$ cat config.mk
export PLATFORM = sky130hd
export DESIGN_NAME = sqrt
export DESIGN_NICKNAME = d
export VERILOG_FILES = /design/src/rtl/sqrt.sv
export SDC_FILE = /design/constraint.sdc
export NUM_CORES = 1
export LEC_CHECK = 0
export BUFFER_PORTS_ARGS = -buffer_cell sky130_fd_sc_hd__buf_4
export CORE_MARGIN = 3
export CORE_UTILIZATION = 55
export CTS_BUF_LIST = sky130_fd_sc_hd__clkbuf_8
export CTS_CLUSTER_SIZE = 40
export DETAILED_ROUTE_END_ITERATION = 7
export PLACE_DENSITY_LB_ADDON = 0.3
export SLEW_MARGIN = 25
export SYNTH_ARGS = -nofsm -noshare
export SYNTH_HDL_FRONTEND = slang
export SYNTH_SLANG_ARGS = --single-unit
$ cat constraint.sdc
create_clock -name clk -period 2.25 [get_ports clk]
set_input_delay 0.675 -clock clk [delete_from_list [all_inputs] [get_ports clk]]
set_output_delay 0.675 -clock clk [all_outputs]
set_load 0.05 [all_outputs]
$ cat src/rtl/sqrt.sv
`default_nettype none
// ============================================================================
//  Module   : sqrt
//  Purpose  : Sequential 32-bit integer square root. A restoring
//             digit-by-digit algorithm retires one result bit per cycle, so a
//             non-negative operand completes 17 edges after start is sampled.
//             A negative operand is flagged invalid and completes after 1 edge.
//  Ports    : clk        - system clock, rising-edge active
//             rst        - asynchronous reset, active low
//             start      - computation request, level-sampled while idle
//             initial_nr - radicand, two's-complement signed
//             ready      - result valid / handshake acknowledge
//             result     - floor(sqrt(initial_nr))
//             Cflag      - inexact flag, remainder nonzero
//             Oflag      - invalid-operand flag, negative radicand
//  Revision : 1.0 - initial release
// ============================================================================
module sqrt (
   input  logic        clk,
   input  logic        rst,
   input  logic        start,
   input  logic [31:0] initial_nr,
   output logic        ready,
   output logic [15:0] result,
   output logic        Cflag,
   output logic        Oflag
);

   typedef enum logic [1:0] {
      IDLE = 2'd0,
      CALC = 2'd1,
      DONE = 2'd2
   } state_t;

   state_t      r_state;
   state_t      w_next_state;

   logic [31:0] r_radicand;
   logic [4:0]  r_count;
   logic [15:0] r_root;
   logic [17:0] r_rem;
   logic [15:0] r_result;
   logic        r_cflag;
   logic        r_oflag;

   logic [17:0] w_rem_shift;
   logic [17:0] w_trial;
   logic        w_fits;
   logic [17:0] w_rem_next;
   logic [15:0] w_root_next;

   // One restoring iteration: bring down the next radicand bit pair (MSB pair
   // first, taken from the top of the shifting radicand register) and try
   // subtracting 4*root+1. The remainder never exceeds 2*root, so 18 bits hold
   // the shifted value without loss.
   assign w_rem_shift = (r_rem << 2) | {16'd0, r_radicand[31:30]};
   assign w_trial     = {r_root, 2'b01};
   assign w_fits      = (w_rem_shift >= w_trial);
   assign w_rem_next  = w_fits ? (w_rem_shift - w_trial) : w_rem_shift;
   assign w_root_next = {r_root[14:0], w_fits};

   // State register
   always_ff @(posedge clk or negedge rst) begin
      if (!rst) begin
         r_state <= IDLE;
      end else begin
         r_state <= w_next_state;
      end
   end

   // Next-state logic
   always_comb begin
      w_next_state = r_state;
      case (r_state)
         IDLE: begin
            if (start) begin
               w_next_state = initial_nr[31] ? DONE : CALC;
            end
         end
         CALC: begin
            if (r_count == 5'd1) begin
               w_next_state = DONE;
            end
         end
         DONE: begin
            if (!start) begin
               w_next_state = IDLE;
            end
         end
         default: w_next_state = IDLE;
      endcase
   end

   // Datapath and result registers
   always_ff @(posedge clk or negedge rst) begin
      if (!rst) begin
         r_radicand <= 32'd0;
         r_count    <= 5'd0;
         r_root     <= 16'd0;
         r_rem      <= 18'd0;
         r_result   <= 16'd0;
         r_cflag    <= 1'b0;
         r_oflag    <= 1'b0;
      end else begin
         case (r_state)
            IDLE: begin
               if (start) begin
                  r_radicand <= initial_nr;
                  if (initial_nr[31]) begin
                     r_result <= 16'd0;
                     r_cflag  <= 1'b0;
                     r_oflag  <= 1'b1;
                  end else begin
                     r_count <= 5'd16;
                     r_root  <= 16'd0;
                     r_rem   <= 18'd0;
                     r_oflag <= 1'b0;
                  end
               end
            end
            CALC: begin
               r_radicand <= r_radicand << 2;
               r_count    <= r_count - 5'd1;
               r_root     <= w_root_next;
               r_rem      <= w_rem_next;
               // Final iteration publishes straight from the iteration logic
               // so ready and the result appear on the same edge.
               if (r_count == 5'd1) begin
                  r_result <= w_root_next;
                  r_cflag  <= (w_rem_next != 18'd0);
               end
            end
            default: begin
               // DONE: outputs held; leaving DONE keeps them for the next
               // idle period.
            end
         endcase
      end
   end

   // Ready follows the state directly so an asynchronous reset drops it
   // together with the state register.
   assign ready  = (r_state == DONE);
   assign result = r_result;
   assign Cflag  = r_cflag;
   assign Oflag  = r_oflag;

endmodule
`default_nettype wire

# --- Word-level counts from Yosys, hierarchy flattened ---
# Index checks and enable logic that the tools add are counted.
op_classes:
  n_addsub: 2
  magnitude_cmp: 1
  n_eq_ne: 8
  n_mux: 26
  bitwise: 1
  reduce_logical: 8
op_table:
  columns: ["cell", "count"]
  rows:
  - ["$mux W16", 7]
  - ["$pmux W16 S2", 3]
  - ["$pmux W32 S2", 1]
  - ["$mux W32", 1]
  - ["$ge A18 B18 Y1", 1]
  - ["$mux W18", 1]
  - ["$or A18 B2 Y18", 1]
  - ["$reduce_bool A18 Y1", 1]
  - ["$sub A18 B18 Y18", 1]
  - ["$mux W5", 2]
  - ["$ne A2 B2 Y1 const B", 5]
  - ["$pmux W5 S2", 1]
  - ["$mux W2", 4]
  - ["$pmux W2 S3", 1]
  - ["$reduce_and A3 Y1", 2]
  - ["$eq A5 B1 Y1 const B", 1]
  - ["$sub A5 B1 Y5 const B", 1]
  - ["$mux W1", 4]
  - ["$reduce_and A2 Y1", 2]
  - ["$reduce_and A4 Y1", 1]
  - ["$eq A2 B1 Y1 const B", 1]
  - ["$eq A2 B2 Y1 const B", 1]
  - ["$logic_not A2 Y1", 1]
  - ["$pmux W1 S2", 1]
  - ["$reduce_bool A2 Y1", 1]
word_totals:
  register_bits: 89
  in_bits: 35
  word_cells: 54

# --- Longest topological paths before layout ---
# Gate-level depths: netlist of run 1.
depth:
  ltp_word: 6
  depth_mapped: 12
  mapped_depth_nobuf: 11

# --- Worst setup path after synthesis of run 1 ---
# No wires, ideal clock.
synth_path:
  kind: "reg-to-reg"
  from: "register r_root[0]"
  to: "register r_cflag, in the netlist Cflag"
  arrival_time_ps: 2368
  slack_ps: -248
  path_stages_with_launch: 11
  period_less_slack_ps: 2498
  path_cell_list: "dfrtp_1 > inv_1 > ha_1 > nor2b_4 > o31ai_2 > and2_1 > o21ai_0 > xor2_1 > or4_1 > o311ai_1 > nand3b_1"
synth_via:
  elab_chain_len: 5
  elab_cells_between_ends: 6
  classes_between: "add/sub (1); order compare (1); mux (3); reduce/logical (1)"
synth_rtl:
  columns: ["item", "line", "source"]
  rows:
  - ["start: declaration", "40", "logic [15:0] r_root;"]
  - ["start signal: assignment", "124", "r_root <= w_root_next;"]
  - ["$sub A18 B18 Y18 or $ge A18 B18 Y1 (tied branches)", "59, 58", null]
  - ["$mux W18 *", "59", "assign w_rem_next = w_fits ? (w_rem_shift - w_trial) : w_rem_shift;"]
  - ["$reduce_bool A18 Y1 *", "130", "r_cflag <= (w_rem_next != 18'd0);"]
  - ["$mux W1 *", "128", "if (r_count == 5'd1) begin"]
  - ["$pmux W1 S2 *", "105", "case (r_state)"]
  - ["end signal: assignment", "130", null]
  - ["end: declaration", "43", "logic r_cflag;"]
# Mark *: on every way between the ends. The rest lies on a longest branch, timed or not. The select of a mux whose other input is x is not followed.
# A chain may end at the register's enable or synchronous reset.

# --- Final worst setup path of run 1 ---
# Ends and elaborated chain as after synthesis.

==> results.yml, run 1 <==
finish:
  antenna_cells: 0
  drive_above_1_share: 0.354
  area.growth.synth_to_final_pct: 39.0
  post-route-util: 0.797
  nets: 722
logic_synthesis:
  ys_types: 53
  yosysTopAreaCellShare: 0.466
  synth.area.top_cells: "dfrtp_1 (47%), nand2_1 (8.5%), ha_1 (5.2%)"
  synth_common_cells: "nand2_1 (108), dfrtp_1 (89), nor2_1 (42), o21ai_0 (37), a31oi_1 (32)"
  synth_edf_count: 0
  synthFlopType: "dfrtp_1"
  async_reset_ff_frac: 1.00
  synth-seq-cells: 89
  yosysMostFrequentCell: "nand2_1"
  synthesis.instances: 533
  seq_area_frac_synth: 0.466
  syn_area_per_cell_um2: 8.97
  syn_area_um2: 4780
  syn-num-nets: 588
  yosysTopAreaCell: "dfrtp_1"
  synth_warnings: 0
route:
  m1WireLength_mm: 5.98
  wire_per_inst_um: 18.1
  highest_layer: "met4"
  wl_met2_mm: 6.77
  num_vias: 4477
  drcViolationCount: 0
  drt_iter0_markers: 234
  drt_pass1_iterations: 5
  met3_length_um: 888
  drt.antenna.violating_nets: 0
  routed_wl_mm: 14.0
  viasPerCell: 5.76
cts:
  cts_tree: "built"
  hold_buffers: 0
  clock_path_buffers: 2
  cts_root_buf: "clkbuf_8"
  clk_latency_ps: 380
  clock-sinks: 89
  h-tree-depth: 3
  numCtsBuffers: 9
  path_clk_slew_ps: 100
timing:
  tightest_slew_ps: 619
  max_freq_mhz: 380
  final-setup-viol-count: 18
  rsz0062_at_grt: "true"
  finalHoldViolations: 0
  setup_ws_ps: -381
  relSlewSlack: 0.583
  slew_viol_final: 0
  finalCritPeriodShare: 1.17
  period_minus_slack_ps: 2630
  holdWs_ps: 254
  skew_ps: 16.0
power_and_ir_drop:
  pwr-share-comb: 0.693
  total_power_mw: 12.8
  power_density_nw_per_um2: 1920
  pwr-share-seq: 0.207
  power.switching_mw: 5.68
  p_leak_nw: 3.12
  ir_worst_vdd_mv: 0.907
  p_clk_frac: 0.100
  p_int_mw: 7.08
  swShare: 0.445
die:
  fp.dieW_um: 99.2
  die_h_um: 99.2
  start_util: 0.573
  io_pins: 54
  rows: 33
  core-area_um2: 8340
  die_area_um2: 9850
critical_path:
  cp_max_fo: 3
  worst_setup_path_start_kind: "flip-flop"
  crit_chain: "inv_2, ha_4, nor2b_4, o31ai_4, buf_6, a21oi_2, nor3b_2, xor2_1, and4_1, a41o_1, a21boi_0, nand3b_1"
  r2r_cells: 12
  crit_slowest_cell: "dfrtp_1"
  required_ps: 2500
  cp.arrival_ps: 2880
  max_stage_delay_ps: 400
  endpoint_kind: "flip-flop"
  worstSetupPathType: "flip-flop to flip-flop"
placement:
  io_buffers: 53
  gp_congestion: 1.00
  dp_hpwl_mm: 9.28
  post-place-ws_ps: -453
outcome:
  failed_checks: "setup timing"
  outcome: "finished, violations left"
global_route:
  grt_pass1_vias: 4356
  grt_pass1_wl_mm: 21.8
  grtUsageTotal: 0.276
  overflow: 0
  antenna_found_initial: 0
  grt_max_degree: 38
run:
  maxCapViolCount: 0
hold_path:
  hp-class: "input port to async pin"
[final cells by class]
cell class	instances	area (um^2)
clock inverter	7	100
inverter	29	109
fill	535	1690
clock buffer	9	124
timing repair buffer	154	1220
tap	105	131
sequential	89	2230
multi-input combinational	384	2740
[cells in the final DEF (no fill, tap or decap), drive strengths merged, types with 2 or more instances in the layout]
master,count
a21boi,2
nand3b,2
o21a,4
dfrtp,89
a21o,4
a21oi,11
nand2,108
ha,20
a22o,24
nor2b,4
nand2b,4
o21ai,41
nand3,6
nor4,9
mux2i,12
xnor2,9
a211oi,3
and4,2
inv,33
o211ai,3
buf,154
a31oi,32
nor3b,2
clkbuf,9
o22ai,2
nor2,43
bufinv,2
and2,3
or3,2
nand4,4
nor3,8
xor2,8
[per-stage QoR]
stage / cells / instance area [um^2] / TNS (ps)
floorplan: 533 / 4830 / -261
global placement: 746 / 5910 / -3260
detailed placement: 746 / 5910 / -3330
CTS: 766 / 6350 / -473
global route: 777 / 6650 / -4370
finish: 777 / 6650 / -2680
[sequential cells by signal, indices dropped and copies added (netlist names)]
signal	flops
r_rem	16
r_radicand	32
r_count	5
result	16
r_root	16
Oflag	1
r_state	2
Cflag	1
[layer usage]
layer,vias up,GRT usage
met4,0,0.0956
met5,-,0
met2,167,0.434
met1,2145,0.383
li1,2124,-
met3,41,0.0561
[worst max-delay path: cells and delay by family, from the launching register on]
family | cells | cell delay, ps
buffers and inverters | 2 | 230
adder cells (fa/ha/maj) | 1 | 210
AO/OA/AOI/OAI | 4 | 570
XOR/XNOR | 1 | 300
flip-flops | 1 | 400
AND/OR/NAND/NOR | 4 | 790
[logic make-up (layout without fill, tap and decap cells)]
| group | count (synthesis) | count (layout) | share of synthesized area |
|---|---|---|---|
| mux | 12 | 12 | 0.0251 |
| fa+ha+maj | 20 | 20 | 0.0523 |
| simple gates | 201 | 201 | 0.187 |
| compound gates | 133 | 134 | 0.185 |
| buf+inv | 61 | 199 | 0.0534 |
| flops | 89 | 89 | 0.466 |
| xor+xnor | 17 | 17 | 0.0311 |
[power groups by stage]
stage          Clock [mW]  Combinational, mW  Sequential, mW
2_1_floorplan           0               4.17            2.73
3_3_place_gp            0               6.76            2.59
3_5_place_dp            0               6.83            2.61
4_1_cts              1.28               7.53            2.61
5_1_grt              1.35               9.49            2.70
6_report             1.28               8.84            2.64
[worst paths after layout]
path / from / slack (ps) / endpoint
setup / recovery: r_root[0]$_DFFE_PN0P_ / -380 / Cflag$_DFFE_PN0P_
hold reg to reg: Oflag$_DFFE_PN0P_ / 490 / Oflag$_DFFE_PN0P_
max in group asynchronous: rst / 1460 / r_rem[7]$_DFFE_PN0P_
min in group clk: initial_nr[0] / 480 / r_radicand[0]$_DFFE_PN0P_
hold / removal: rst / 250 / r_radicand[4]$_DFFE_PN0P_
setup reg to reg: r_root[0]$_DFFE_PN0P_ / -380 / Cflag$_DFFE_PN0P_
[what timing repair did]
| item | CTS | global route |
|---|---|---|
| pin swaps | 9 | 33 |
| resized for setup | 37 | 53 |
| setup buffers | 3 | 14 |
| cloned | 1 | 0 |
| setup endpoints to repair | 19 | 18 |
Power figures use the tool's default switching activity.
==> run 2: changes to the inputs <==
Settings changed: CORE_UTILIZATION 55 to 60.
Clock period 2.25 ns to 3.3 ns, I/O delays scaled along.
==> run 2 against run 1 <==
Against the previous run: the flow now finishes without violations; total power fell by 50%; flip-flop and latch count did not move; combinational power fell by 57%; highest routed layer unchanged; clock skew fell by 2.2 ps; final cell count fell by 13%; die area fell by 7.8%; setup slack improved by 710 ps; core utilization fell by 6.7 points; sequential share of layout area rose by 7.2 points; worst hold slack improved by 230 ps.
==> results.yml, run 2 (synthesis gave the netlist of run 1 again) <==
outcome:
  outcome: "completed"
critical_path:
  required_ps: 3530
  endpoint_kind: "flip-flop"
  cp.arrival_ps: 3210
  max_stage_delay_ps: 520
  crit_chain: "inv_1, ha_1, nor2b_4, o31ai_2, and2_1, o21ai_0, xor2_1, or4_1, o311ai_1, nand3b_1"
  worst_setup_path_start_kind: "flip-flop"
  worstSetupPathType: "flip-flop to flip-flop"
  cp_max_fo: 5
  crit_slowest_cell: "or4_1"
timing:
  tightest_slew_ps: 812
  rsz0062_at_grt: "false"
  skew_ps: 13.8
  slew_viol_final: 0
  relSlewSlack: 0.459
  finalHoldViolations: 0
  period_minus_slack_ps: 2980
  fin_tns_setup_ps: 0
  finalCritPeriodShare: 0.902
  max_freq_mhz: 336
  final-setup-viol-count: 0
route:
  routed_wl_mm: 11.1
  drt_iter0_markers: 168
  num_vias: 4029
  drt_pass1_iterations: 5
  drt.antenna.violating_nets: 0
  drcViolationCount: 0
  viasPerCell: 5.93
  wire_per_inst_um: 16.3
finish:
  regMostFlops: "r_radicand"
  drive_above_1_share: 0.159
  antenna_cells: 0
  largest_reg_flops: 32
  nets: 630
  final_cell_area_um2: 5470
  area.growth.synth_to_final_pct: 14.3
  layout.cells.most_common_list: "nand2_1 (108), dfrtp_1 (89), buf_4 (62), nor2_1 (42), o21ai_0 (37)"
  layout_commonest_cell: "nand2_1"
cts:
  post-cts-setup-buffer-count: 0
  numCtsBuffers: 9
  clock_path_buffers: 2
  path_clk_slew_ps: 100
  cts_root_buf: "clkbuf_8"
  hold_buffers: 0
  h-tree-depth: 3
  cts_resized: 0
  clock-sinks: 89
  cts_tree: "built"
  clk_latency_ps: 370
die:
  fp.dieW_um: 95.3
  core-area_um2: 7490
  io_pins: 54
  rows: 31
  start_util: 0.639
  die_h_um: 95.3
  die_area_um2: 9080
global_route:
  grt_pass1_wl_mm: 18.7
  grtUsageTotal: 0.264
  antenna_found_initial: 0
  grt_max_degree: 49
  overflow: 0
  grt_pass1_vias: 3977
power_and_ir_drop:
  power_density_nw_per_um2: 1170
  ir_worst_vdd_mv: 0.459
  p_leak_nw: 2.58
hold_path:
  hp-class: "flip-flop to flip-flop"
placement:
  dp_hpwl_mm: 7.78
  io_buffers: 53
  gp_congestion: 0.921
  postPlaceCellArea_um2: 5250
run:
  maxCapViolCount: 0
-- run 2: cell count changes in the layout (fill, tap and decap cells not counted), sizes merged --
| cell | previous run | this run |
|---|---|---|
| buf | 154 | 63 |
| o21ai | 41 | 40 |
| bufinv | 2 | 1 |
| inv | 33 | 31 |
| clkinv | 0 | 1 |
| clkbuf | 9 | 10 |
| clkinvlp | 1 | 2 |
-- run 2: layout make-up --
class	instances	area (um^2)
Multi-Input combinational cell	383	2310
Inverter	29	109
Clock buffer	10	138
Timing Repair Buffer	63	485
Fill cell	564	2020
Clock inverter	6	73.8
Sequential cell	89	2230
Tap cell	99	124
-- run 2: path summary, 6_finish.rpt --
| check | slack (ps) | to | depth (start not counted) | start |
|---|---|---|---|---|
| max | 320 | Cflag$_DFFE_PN0P_ | 10 | r_root[0]$_DFFE_PN0P_ |
| min | 480 | r_radicand[30]$_DFFE_PN0P_ | 2 | r_radicand[28]$_DFFE_PN0P_ |
| max reg2reg | 320 | Cflag$_DFFE_PN0P_ | 10 | r_root[0]$_DFFE_PN0P_ |
| min reg2reg | 480 | r_radicand[30]$_DFFE_PN0P_ | 2 | r_radicand[28]$_DFFE_PN0P_ |
| max in group asynchronous | 2060 | r_radicand[10]$_DFFE_PN0P_ | 2 | rst |
| min in group asynchronous | 590 | r_root[7]$_DFFE_PN0P_ | 1 | rst |
-- run 2: stage by stage --
step	cells	hold slack, ps	util	setup slack [ps]	power, mW
global route	679	503	0.730	101	6.90
finish	679	483	0.730	324	6.41
global placement	663	461	0.702	427	5.45
floorplan	533	450	-	802	4.61
CTS	679	487	0.730	351	6.36
detailed placement	663	473	0.702	387	5.54
-- run 2: critical path: cells and delay by family, from the launching register on --
kind / cells / cell delay (ps)
XOR/XNOR: 1 / 190
buffers and inverters: 1 / 70
AO/OA/AOI/OAI: 3 / 780
flip-flops: 1 / 380
AND/OR/NAND/NOR: 4 / 1040
adder cells (fa/ha/maj): 1 / 380
-- run 2: report_power, final --
part           switching [mW]  internal, mW  total [mW]
sequential              0.332          1.51        1.84
clock                   0.422         0.380       0.802
combinational            2.27          1.49        3.76
total                    3.02          3.38        6.41
-- run 2: per-layer routing --
metal | up-vias | part of all wire | global-route usage
met5 | - | 0 | 0
li1 | 1939 | - | -
met2 | 129 | 0.49 | 0.451
met4 | 0 | 0.017 | 0.0938
met3 | 19 | 0.052 | 0.0395
met1 | 1942 | 0.44 | 0.341
==> run 3: changes to the inputs <==
Settings changed: CORE_UTILIZATION 60 to 55, SLEW_MARGIN 25 to 15.
Clock period 3.3 ns to 2.5 ns, I/O delays scaled along.
==> run 3 against run 2 <==
Against the previous run: total power increased by 63%; critical path depth is 1 higher; routed wire length grew 8.4%; critical endpoint unchanged; the run now ends with setup timing left; combinational power is 88% higher; clock power up 23%; via count up 6.3%; largest cell class unchanged; register-to-register slack got worse by 410 ps; first-iteration DRC count is 42% higher; critical path type unchanged; clock-buffer cell count is the same; highest routed layer unchanged; sequential share of layout area fell by 5.6 points.
==> results.yml, run 3 (synthesis gave the netlist of run 1 again) <==
critical_path:
  rr_startpoint: "r_root[1]$_DFFE_PN0P_"
  reg2reg_setup_slack_ps: -90
  worst_setup_path_start_kind: "flip-flop"
  r2r_end: "Cflag$_DFFE_PN0P_"
  required_ps: 2730
  endpoint_kind: "flip-flop"
  worstSetupPathType: "flip-flop to flip-flop"
  r2r_cells: 11
  cp.arrival_ps: 2820
  cp_max_fo: 4
timing:
  setup_ws_ps: -85.1
  relSlewSlack: 0.643
  period_minus_slack_ps: 2590
  rsz0062_at_grt: "true"
  finalHoldViolations: 0
  slew_viol_final: 0
  final-setup-viol-count: 1
  fin_tns_setup_ps: -85.1
  tightest_slew_ps: 528
  holdWs_ps: 317
  max_freq_mhz: 387
  skew_ps: 13.0
  finalCritPeriodShare: 1.03
cts:
  numCtsBuffers: 9
  hold_buffers: 0
  clock-sinks: 89
  clk_latency_ps: 360
  h-tree-depth: 3
  cts_tree: "built"
  cts_root_buf: "clkbuf_8"
  clock_path_buffers: 2
  path_clk_slew_ps: 90
placement:
  gp_congestion: 0.998
  io_buffers: 53
  post-place-ws_ps: -133
  dp_hpwl_mm: 8.18
finish:
  largest_reg_flops: 32
  nets: 702
  layout.cells.most_common_list: "buf_4 (128), nand2_1 (107), dfrtp_1 (89), nor2_1 (42), o21ai_0 (33)"
  drive_above_1_share: 0.317
  regMostFlops: "r_radicand"
  layout_commonest_cell: "buf_4"
  antenna_cells: 0
  area.growth.synth_to_final_pct: 32.4
die:
  die_area_um2: 9850
  start_util: 0.573
  rows: 33
  fp.dieW_um: 99.2
  io_pins: 54
  die_h_um: 99.2
  core-area_um2: 8340
global_route:
  antenna_found_initial: 0
  grt_pass1_wl_mm: 19.9
  grt_pass1_vias: 4218
  grtUsageTotal: 0.248
  grt_max_degree: 59
  overflow: 0
route:
  drcViolationCount: 0
  wl_met2_mm: 5.84
  drt.antenna.violating_nets: 0
  wire_per_inst_um: 15.8
  num_vias: 4281
  m1WireLength_mm: 5.26
  viasPerCell: 5.66
  met3_length_um: 626
  drt_iter0_markers: 239
  highest_layer: "met4"
  drt_pass1_iterations: 7
  routed_wl_mm: 12.0
power_and_ir_drop:
  p_leak_nw: 2.98
  ir_worst_vdd_mv: 0.766
  power_density_nw_per_um2: 1650
  total_power_mw: 10.4
hold_path:
  hp-class: "input port to async pin"
run:
  maxCapViolCount: 0
outcome:
  outcome: "finished, violations left"
  failed_checks: "setup timing"
-- run 3: power breakdown --
part | total (mW) | internal (mW) | switching (mW)
Combinational | 7.08 | 3.33 | 3.74
Sequential | 2.36 | 2.00 | 0.366
Clock | 0.985 | 0.482 | 0.503
Total | 10.4 | 5.81 | 4.61
-- run 3: metrics by stage --
| stage | cell area, um^2 | instances | util |
|---|---|---|---|
| after floorplan | 4780 | 533 | - |
| after global placement | 5720 | 728 | 0.685 |
| after detailed placement | 5720 | 728 | 0.685 |
| after CTS | 6060 | 750 | 0.726 |
| after global routing | 6330 | 757 | 0.759 |
| final | 6330 | 757 | 0.759 |
-- run 3: layout make-up --
type / count / area, um^2
Fill cell: 597 / 2010
Multi-Input combinational cell: 384 / 2620
Clock inverter: 6 / 58.8
Inverter: 29 / 109
Clock buffer: 10 / 138
Sequential cell: 89 / 2230
Tap cell: 105 / 131
Timing Repair Buffer: 134 / 1050
-- run 3: what timing repair did --
action | CTS | global route
gates cloned | 1 | 0
pin swaps | 16 | 16
setup endpoints to repair | 13 | 18
endpoints found under the hold margin | 0 | 0
gates resized for setup | 17 | 45
buffers inserted | 5 | 7
-- run 3: worst max path at each step --
stage / start / to / slack (ps)
6_report: r_root[1]$_DFFE_PN0P_ / Cflag$_DFFE_PN0P_ / -90
5_1_grt: r_root[1]$_DFFE_PN0P_ / Cflag$_DFFE_PN0P_ / -160
4_1_cts: r_rem[0]$_DFFE_PN0P_ / Cflag$_DFFE_PN0P_ / -50
3_5_place_dp: r_root[1]$_DFFE_PN0P_ / Cflag$_DFFE_PN0P_ / -130
3_3_place_gp: r_root[0]$_DFFE_PN0P_ / Cflag$_DFFE_PN0P_ / -120
2_1_floorplan: r_root[0]$_DFFE_PN0P_ / Cflag$_DFFE_PN0P_ / 2
-- run 3: critical path: stages, from the launching register on --
cell and delay, ps:
dfrtp_1 400, inv_2 90, ha_4 220, o211a_1 230, o31ai_4 70, and2_4 190
buf_6 90, xor2_2 150, nand3_1 90, or4_4 560, o311ai_4 240, nand3b_1 120
-- run 3: layer usage --
layer | track usage | up-vias
li1 | - | 2080
met1 | 0.327 | 2037
met2 | 0.415 | 139
met3 | 0.0491 | 25
met4 | 0.0725 | 0
met5 | 0 | -
